<file path="config.mk">
export PLATFORM = sky130hd
export DESIGN_NAME = seq_alu
export DESIGN_NICKNAME = d
export VERILOG_FILES = /design/src/rtl/seq_alu_pkg.sv /design/src/rtl/seq_alu_mul.sv /design/src/rtl/seq_alu.sv
export SDC_FILE = /design/constraint.sdc
export NUM_CORES = 1
export LEC_CHECK = 0
export CAP_MARGIN = 20
export CORE_ASPECT_RATIO = 1.2
export CORE_MARGIN = 10
export CORE_UTILIZATION = 56
export CTS_BUF_LIST = sky130_fd_sc_hd__clkbuf_2
export CTS_CLUSTER_DIAMETER = 40
export DETAILED_ROUTE_END_ITERATION = 8
export PLACE_DENSITY = 0.89
export SLEW_MARGIN = 25
export SYNTH_ARGS = -nofsm -noshare
export SYNTH_HDL_FRONTEND = slang
export SYNTH_HIERARCHICAL = 1
export SYNTH_SLANG_ARGS = --single-unit
export TNS_END_PERCENT = 30
</file>
<file path="constraint.sdc">
create_clock -name clk -period 6 [get_ports clk]
set_input_delay 0.6 -clock clk [delete_from_list [all_inputs] [get_ports clk]]
set_output_delay 0.6 -clock clk [all_outputs]
set_load 0.01 [all_outputs]
</file>
<file path="src/rtl/seq_alu_pkg.sv">
// seq_alu_pkg: shared definitions for the registered sequential ALU.
//   - OP_* : 3-bit operation codes driven on seq_alu.select
//   - state_e : handshake/sequencing FSM states
package seq_alu_pkg;

    localparam logic [2:0] OP_AND = 3'b000;
    localparam logic [2:0] OP_OR  = 3'b001;
    localparam logic [2:0] OP_ADD = 3'b010;
    localparam logic [2:0] OP_MUL = 3'b011;
    localparam logic [2:0] OP_XOR = 3'b100;
    localparam logic [2:0] OP_SUB = 3'b101;
    localparam logic [2:0] OP_SLT = 3'b110;
    localparam logic [2:0] OP_NOR = 3'b111;

    typedef enum logic [1:0] {
        IDLE = 2'b00,
        BUSY = 2'b01,
        DONE = 2'b10
    } state_e;

endpackage

</file>
<file path="src/rtl/seq_alu_mul.sv">
// seq_alu_mul: serial shift-add multiplier, one multiplier bit per cycle.
// Ports:
//   clk, rst        rising-edge clock, synchronous active-high reset
//   start           load operands and begin (ignored while busy)
//   a, b            multiplicand / multiplier, WIDTH bits
//   busy            a multiply is in progress
//   done            this cycle's edge consumes the final multiplier bit
//   product         low WIDTH bits of a*b, valid while done=1
module seq_alu_mul #(
    parameter int WIDTH = 32
) (
    input  logic             clk,
    input  logic             rst,
    input  logic             start,
    input  logic [WIDTH-1:0] a,
    input  logic [WIDTH-1:0] b,
    output logic             busy,
    output logic             done,
    output logic [WIDTH-1:0] product
);

    localparam int CNT_W = $clog2(WIDTH + 1);

    logic [WIDTH-1:0] a_q,   a_d;
    logic [WIDTH-1:0] b_q,   b_d;
    logic [WIDTH-1:0] acc_q, acc_d;
    logic [CNT_W-1:0] cnt_q, cnt_d;
    logic             busy_q, busy_d;
    logic [WIDTH-1:0] acc_step;

    always_comb begin
        acc_step = acc_q + (b_q[0] ? a_q : '0);
        done     = busy_q && (cnt_q == CNT_W'(WIDTH - 1));
        a_d      = a_q;
        b_d      = b_q;
        acc_d    = acc_q;
        cnt_d    = cnt_q;
        busy_d   = busy_q;
        if (start && !busy_q) begin
            a_d    = a;
            b_d    = b;
            acc_d  = '0;
            cnt_d  = '0;
            busy_d = 1'b1;
        end else if (busy_q) begin
            acc_d = acc_step;
            a_d   = a_q << 1;
            b_d   = b_q >> 1;
            cnt_d = cnt_q + CNT_W'(1);
            if (done) begin
                busy_d = 1'b0;
            end
        end
    end

    always_ff @(posedge clk) begin
        if (rst) begin
            a_q    <= '0;
            b_q    <= '0;
            acc_q  <= '0;
            cnt_q  <= '0;
            busy_q <= 1'b0;
        end else begin
            a_q    <= a_d;
            b_q    <= b_d;
            acc_q  <= acc_d;
            cnt_q  <= cnt_d;
            busy_q <= busy_d;
        end
    end

    // The final step's sum is the product; the caller registers it on 'done'.
    assign product = acc_step;
    assign busy    = busy_q;

endmodule

</file>
<file path="src/rtl/seq_alu.sv">
// seq_alu: registered ALU with valid/ready handshakes on both sides.
// Optional feature macro: SEQ_ALU_MUL_EN (serial multiply for select=011;
// when undefined, 011 completes in one cycle with err=1, zero=1).
// Ports:
//   clk, rst              rising-edge clock, synchronous active-high reset
//   in_valid / in_ready   operand handshake (accept = in_valid & in_ready)
//   i1, i2, select, c_in  operands, op code, carry-in (ADD only)
//   out_valid / out_ready result handshake
//   out, c_o, ov, zero    registered result and flags
//   err                   unsupported op issued
module seq_alu
    import seq_alu_pkg::*;
#(
    parameter int WIDTH = 32
) (
    input  logic             clk,
    input  logic             rst,
    input  logic             in_valid,
    output logic             in_ready,
    input  logic [WIDTH-1:0] i1,
    input  logic [WIDTH-1:0] i2,
    input  logic [2:0]       select,
    input  logic             c_in,
    output logic             out_valid,
    input  logic             out_ready,
    output logic [WIDTH-1:0] out,
    output logic             c_o,
    output logic             ov,
    output logic             zero,
    output logic             err
);

    state_e           state_q, state_d;
    logic [WIDTH-1:0] out_q, out_d;
    logic             c_q, c_d;
    logic             ov_q, ov_d;
    logic             zero_q, zero_d;
    logic             err_q, err_d;

    logic [WIDTH-1:0] b_op;
    logic             cin;
    logic [WIDTH:0]   sum;
    logic [WIDTH-1:0] alu_res;
    logic             alu_c, alu_ov, alu_err;

`ifdef SEQ_ALU_MUL_EN
    logic             mul_start, mul_busy, mul_done;
    logic [WIDTH-1:0] mul_product;

    seq_alu_mul #(.WIDTH(WIDTH)) u_mul (
        .clk     (clk),
        .rst     (rst),
        .start   (mul_start),
        .a       (i1),
        .b       (i2),
        .busy    (mul_busy),
        .done    (mul_done),
        .product (mul_product)
    );
`endif

    // Combinational datapath: SUB reuses the adder as i1 + ~i2 + 1.
    always_comb begin
        b_op    = (select == OP_SUB) ? ~i2 : i2;
        cin     = (select == OP_SUB) ? 1'b1 : ((select == OP_ADD) ? c_in : 1'b0);
        sum     = {1'b0, i1} + {1'b0, b_op} + {{WIDTH{1'b0}}, cin};
        alu_res = '0;
        alu_c   = 1'b0;
        alu_ov  = 1'b0;
        alu_err = 1'b0;
        case (select)
            OP_AND: alu_res = i1 & i2;
            OP_OR:  alu_res = i1 | i2;
            OP_XOR: alu_res = i1 ^ i2;
            OP_NOR: alu_res = ~(i1 | i2);
            OP_ADD, OP_SUB: begin
                alu_res = sum[WIDTH-1:0];
                alu_c   = sum[WIDTH];
                alu_ov  = (i1[WIDTH-1] == b_op[WIDTH-1]) &&
                          (sum[WIDTH-1] != i1[WIDTH-1]);
            end
            OP_SLT: alu_res = {{(WIDTH-1){1'b0}}, ($signed(i1) < $signed(i2))};
            OP_MUL: begin
                alu_res = '0;
`ifdef SEQ_ALU_MUL_EN
                alu_err = 1'b0;
`else
                alu_err = 1'b1;
`endif
            end
            default: alu_res = '0;
        endcase
    end

    always_comb begin
        state_d = state_q;
        out_d   = out_q;
        c_d     = c_q;
        ov_d    = ov_q;
        zero_d  = zero_q;
        err_d   = err_q;
`ifdef SEQ_ALU_MUL_EN
        mul_start = (state_q == IDLE) && in_valid && (select == OP_MUL);
`endif
        case (state_q)
            IDLE: begin
                if (in_valid) begin
`ifdef SEQ_ALU_MUL_EN
                    if (select == OP_MUL) begin
                        state_d = BUSY;
                    end else begin
                        out_d   = alu_res;
                        c_d     = alu_c;
                        ov_d    = alu_ov;
                        zero_d  = (alu_res == '0);
                        err_d   = alu_err;
                        state_d = DONE;
                    end
`else
                    out_d   = alu_res;
                    c_d     = alu_c;
                    ov_d    = alu_ov;
                    zero_d  = (alu_res == '0);
                    err_d   = alu_err;
                    state_d = DONE;
`endif
                end
            end
`ifdef SEQ_ALU_MUL_EN
            BUSY: begin
                if (mul_done) begin
                    out_d   = mul_product;
                    c_d     = 1'b0;
                    ov_d    = 1'b0;
                    zero_d  = (mul_product == '0);
                    err_d   = 1'b0;
                    state_d = DONE;
                end else if (!mul_busy) begin
                    // Multiplier lost its operation; never wedge in BUSY.
                    state_d = IDLE;
                end
            end
`endif
            DONE: begin
                if (out_ready) begin
                    state_d = IDLE;
                end
            end
            default: state_d = IDLE;
        endcase
    end

    always_ff @(posedge clk) begin
        if (rst) begin
            state_q <= IDLE;
            out_q   <= '0;
            c_q     <= 1'b0;
            ov_q    <= 1'b0;
            zero_q  <= 1'b0;
            err_q   <= 1'b0;
        end else begin
            state_q <= state_d;
            out_q   <= out_d;
            c_q     <= c_d;
            ov_q    <= ov_d;
            zero_q  <= zero_d;
            err_q   <= err_d;
        end
    end

    assign in_ready  = (state_q == IDLE);
    assign out_valid = (state_q == DONE);
    assign out       = out_q;
    assign c_o       = c_q;
    assign ov        = ov_q;
    assign zero      = zero_q;
    assign err       = err_q;

endmodule
</file>
**After elaboration in Yosys (flattened, before gate mapping)**

Cells that the tools add are included.

- $add $sub $neg: 2
- Order comparisons: 1
- Equality and inequality tests: 12
- Muxes and demuxes: 10
- Bitwise gates (word level): 5
- Reductions and logical operators: 7

Operator list:

| cell | count |
|---|---|
| $pmux 32 s7 | 1 |
| $not 32->32 | 2 |
| $add 32x32->33 | 1 |
| $add 33x1->33 | 1 |
| $and 32x32->32 | 1 |
| $logic_not 32->1 | 1 |
| $lt 32x32->1 | 1 |
| $mux 32 | 1 |
| $or 32x32->32 | 1 |
| $xor 32x32->32 | 1 |
| $eq 3x3->1 const B | 4 |
| $eq 3x2->1 const B | 2 |
| $mux 1 | 5 |
| $mux 2 | 2 |
| $pmux 2 s2 | 1 |
| $reduce_and 2->1 | 2 |
| $eq 3x1->1 const B | 1 |
| $logic_not 3->1 | 1 |
| $eq 2x2->1 const B | 1 |
| $logic_not 2->1 | 1 |
| $ne 2x1->1 const B | 1 |
| $ne 2x2->1 const B | 1 |
| $reduce_or 2->1 | 1 |
| $eq 1x1->1 | 1 |
| other kinds (2) | 2 |

- Bits in registers: 38
- Input bits: 72
- Output and inout port bits: 38
- Word-level logic and storage cells: 43

**Longest topological paths before layout**

- Depth in word-level cells: 7
- Gate-level depth with buffers: 20
- Mapped depth without buffers: 17

**Worst setup path before layout**

No wires, ideal clock.

- Kind: input -> register
- Start point: in select[1]
- End point: reg zero_q (netlist: zero)
- Setup time: 0.096 ns
- Data arrival time: 4.451 ns
- Required time: 5.904 ns
- Setup slack: 1.454 ns
- Stages on the path: 19
- Buffers on the path: 3
- Path through: buf_4 -> and3b_1 -> buf_2 -> buf_1 -> xnor2_1 -> fa_1 -> inv_1 -> fa_1 -> nand3b_1 -> nand2_1 -> a21boi_0 -> o41ai_1 -> xor2_1 -> a222oi_1 -> o2111a_1 -> nand4_1 -> nor4_1 -> nand4_1 -> o41ai_2

- Word-level cells in the longest chain between the ends: 6
- Elaborated cells between the ends (all ways): 16
- Classes of those cells: 2 x add/sub; 7 x eq/ne; 4 x mux; 3 x reduce/logical

RTL lines:

| what | line | source |
|---|---|---|
| start, declared | seq_alu.sv:22 | `input logic [2:0] select,` |
| $eq 3x3->1 or $eq 3x2->1 (tied branches) | seq_alu.sv:64, seq_alu.sv:65, seq_alu.sv:71 |  |
| $mux 32 or $mux 1 (tied branches) | seq_alu.sv:64, seq_alu.sv:65 |  |
| $add 32x32->33 or $mux 1 (tied branches) | seq_alu.sv:66, seq_alu.sv:65 |  |
| $add 33x1->33 | seq_alu.sv:66 | `sum = {1'b0, i1} + {1'b0, b_op} + {{WIDTH{1'b0}}, cin};` |
| $pmux 32 s7 (*) | seq_alu.sv:71 | `case (select)` |
| $logic_not 32->1 (*) | seq_alu.sv:123 | `zero_d = (alu_res == '0);` |
| end signal, assigned | seq_alu.sv:166 | `zero_q <= zero_d;` |
| end, declared | seq_alu.sv:37 | `logic zero_q, zero_d;` |

Mark *: on every way between the ends. The rest lies on a longest branch, timed or not.
A chain may end at the register's enable or synchronous reset.

**Worst setup path after layout**

- Start point: in select[2]
- End point: reg zero_q (netlist: zero)

The elaborated chain is that of the path after synthesis.

==> results.json <==
{
  "fin_skew_ns": 0.0203,
  "grt_pass1_wl_um": 33200,
  "p_seq_frac": 0.246,
  "synth_top_area_share": 0.248,
  "r2r_slack_ns": 4.54,
  "ys.warnings.count": 6,
  "regToRegStartpoint": "state_q[1]",
  "seq_area_frac_synth": 0.115,
  "row_count": 42,
  "seq_area_um2": 741,
  "fin_area_um2": 7630,
  "slew_headroom": 0.425,
  "antenna_found_initial": 0,
  "critPathLaunch": "select[2]",
  "synth_commonest_cells": "128 x ha_1, 85 x inv_1, 84 x nand2_1, 58 x a21oi_1, 58 x nor2_1",
  "grt_max_degree": 40,
  "cts_setup_buffers": 0,
  "cp_top_family": "compound AO/OA/AOI/OAI gates",
  "via_count": 6667,
  "detail_route.iter0.violations": 652,
  "p_int_uw": 634,
  "cts_tree": "yes",
  "cp-start-kind": "input port",
  "syn2layout_area_growth_pct": 18.1,
  "r2r_end": "zero",
  "power.share.combinational": 0.617,
  "max_cap_viol_count": 0,
  "wirelength_met1_um": 7760,
  "slowest_stage": "a222oi_1",
  "clock_latency_ns": 0.39,
  "core_um2": 11100,
  "wl_per_cell_um": 19.0,
  "run_status": "finished, final reports clean",
  "yosysMostFrequentCell": "ha_1",
  "period_share": 0.774,
  "final-hold-violation-count": 0,
  "crit_end": "zero",
  "met3WireLength_um": 1450,
  "ios": 110,
  "die_y_um": 138,
  "grt_pass1_vias": 6750,
  "min_period_ns": 4.64,
  "p_per_area_nw_per_um2": 146,
  "routed_wl_um": 20800,
  "io_buffers": 109,
  "vdd_drop_max_mv": 0.112,
  "cp_cell_sequence": "buf_2 > and3b_2 > buf_4 > xnor2_1 > ha_1 > and3_1 > o211ai_1 > and3_1 > xnor2_1 > a222oi_1 > o21a_1 > o2111a_1 > nand4_1 > nor4_1 > nand4_1 > o41ai_2",
  "dieWidth_um": 118,
  "avgSynthCellArea_um2": 7.59,
  "crit_buf_inv": 2,
  "first_pass_iters": 8,
  "critPathMaxFanout": 31,
  "diodes": 0,
  "gp_congestion": 1.01,
  "yosysUniqueCellTypes": 83,
  "grt_overflow_total": 0,
  "synth_area_um2": 6460,
  "postPlaceCellArea_um2": 7570,
  "worstSetupPathType": "input port to flip-flop",
  "cp_num_cells": 16,
  "multiInputGateArea_um2": 5150,
  "fmax_ghz": 0.215,
  "setup-violations-final": 0,
  "ys_seq_elements": 37,
  "arrival_ns": 4.95,
  "cts_num_sinks": 37,
  "end_kind": "flip-flop",
  "route.detailed.drc": 0,
  "drive_gt1_frac": 0.0606,
  "max_stage_delay_ns": 0.61,
  "synth_ff_type": "dfxtp_1",
  "cts_resized": 0,
  "power.switching_uw": 481,
  "numCtsBuffers": 5,
  "htreeDepth": 2,
  "hp-class": "flip-flop to flip-flop",
  "yosys-top-cells-area": "ha_1 25%, dfxtp_1 11%, xnor2_1 5.8%",
  "p_leak_uw": 0.00349,
  "synth-edff-count": 0,
  "clk_path_buf_depth": 2,
  "fin_util": 0.685,
  "syn-num-nets": 1054,
  "tightest_slew_ns": 0.863,
  "required_ns": 6.31,
  "reg2regPathDepth": 6,
  "clockPowerShare": 0.137,
  "dp_hpwl_um": 16700,
  "ctsHoldBuffers": 0,
  "cts_root_buf": "clkbuf_2",
  "via_per_inst": 6.09,
  "antenna_left": 0,
  "clk_pin_slew_ns": 0.19,
  "nNetsFinal": 1141,
  "totalNegativeSetupSlack_ns": 0,
  "power_switching_share": 0.431,
  "top_layer_used": "met4",
  "async_flop_share": 0,
  "grt_usage": 0.245,
  "initial_core_util": 0.580,
  "fillerInstances": 936,
  "slew_violations": 0,
  "dieArea_um2": 16300,
  "synth_largest_area_cell": "ha_1",
  "postSynthCellCount": 852,
  "wl_met2_um": 10300,
  "rsz0062_at_grt": "false"
}
## kinds of logic (layout without fill, tap and decap cells)
family / Yosys count / count (layout) / share of synthesized area
xor+xnor: 54 / 54 / 0.0732
compound gates: 243 / 243 / 0.258
buf+inv: 125 / 213 / 0.0889
mux: 14 / 14 / 0.0227
simple gates: 249 / 249 / 0.189
flops: 37 / 37 / 0.115
fa+ha+maj: 130 / 130 / 0.254
## power by group through the flow
stage,Sequential (uW),Combinational (uW),Clock (uW)
2_1_floorplan,287,440,0
3_3_place_gp,279,661,0
3_5_place_dp,280,672,0
4_1_cts,274,677,154
5_1_grt,276,749,165
6_report,274,688,152
## layout make-up
class,instances,area share
repair buffers,119,0.152
well taps,154,0.0252
clock buffers,6,0.00393
inverters,86,0.0423
flip-flops and latches,37,0.0970
multi-input cells,690,0.675
clock inverters,2,0.00443
## stage by stage
stage	cells	worst slack, ns	power, uW	hold WS, ns
2_1_floorplan	852	1.45	727	0.476
3_5_place_dp	1086	1.14	951	0.448
3_3_place_gp	1086	1.20	940	0.443
6_report	1094	1.36	1110	0.465
4_1_cts	1094	1.55	1110	0.468
5_1_grt	1094	1.14	1190	0.485
## routing by layer
metal | up-vias | track usage
met2 | 322 | 0.445
met3 | 85 | 0.0389
met5 | - | 0
met4 | 0 | 0.160
li1 | 3187 | -
met1 | 3073 | 0.259
## tightest hold or removal path: cells and delay by family (launching register included)
family / cells / cell delay [ns]
AO/OA/AOI/OAI: 1 / 0.05
AND/OR/NAND/NOR: 1 / 0.05
flip-flops: 1 / 0.34
## sequential cells by signal (all words and copies together), names as in the netlist
register  flops
out          32
err           1
c_o           1
zero          1
ov            1
state_q       1
## worst min path at each step
stage,depth (start not counted),startpoint,end
after global routing,2,out[4],out[4]
after CTS,2,out[10],out[10]
after floorplan,2,out[21],out[21]
after detailed placement,2,out[10],out[10]
final,2,out[10],out[10]
after global placement,2,out[10],out[10]
## layout by cell type, fill, tap and decap left out, types with 4 or more instances in the layout
cell type and instances:
o31ai_1 5, a31o_2 4, nor2_1 58, nand3_1 9, a21oi_1 58, mux2_2 5
nand2_1 84, clkbuf_2 6, mux2i_1 9, a21o_1 16, and3_1 7, dfxtp_1 37
buf_4 10, or2_2 4, ha_1 128, nand4_1 6, a211oi_1 18, xnor2_1 43
o21bai_1 9, o211ai_1 5, clkdlybuf4s50_1 108, xor2_1 11, nor4_1 7, a222oi_1 10
nor3_1 18, o21ai_0 43, a31oi_1 5, a22o_1 9, o21a_1 5, o22ai_1 21
nor2b_1 18, inv_1 85
No activity file was read; power rests on OpenSTA's default activity.
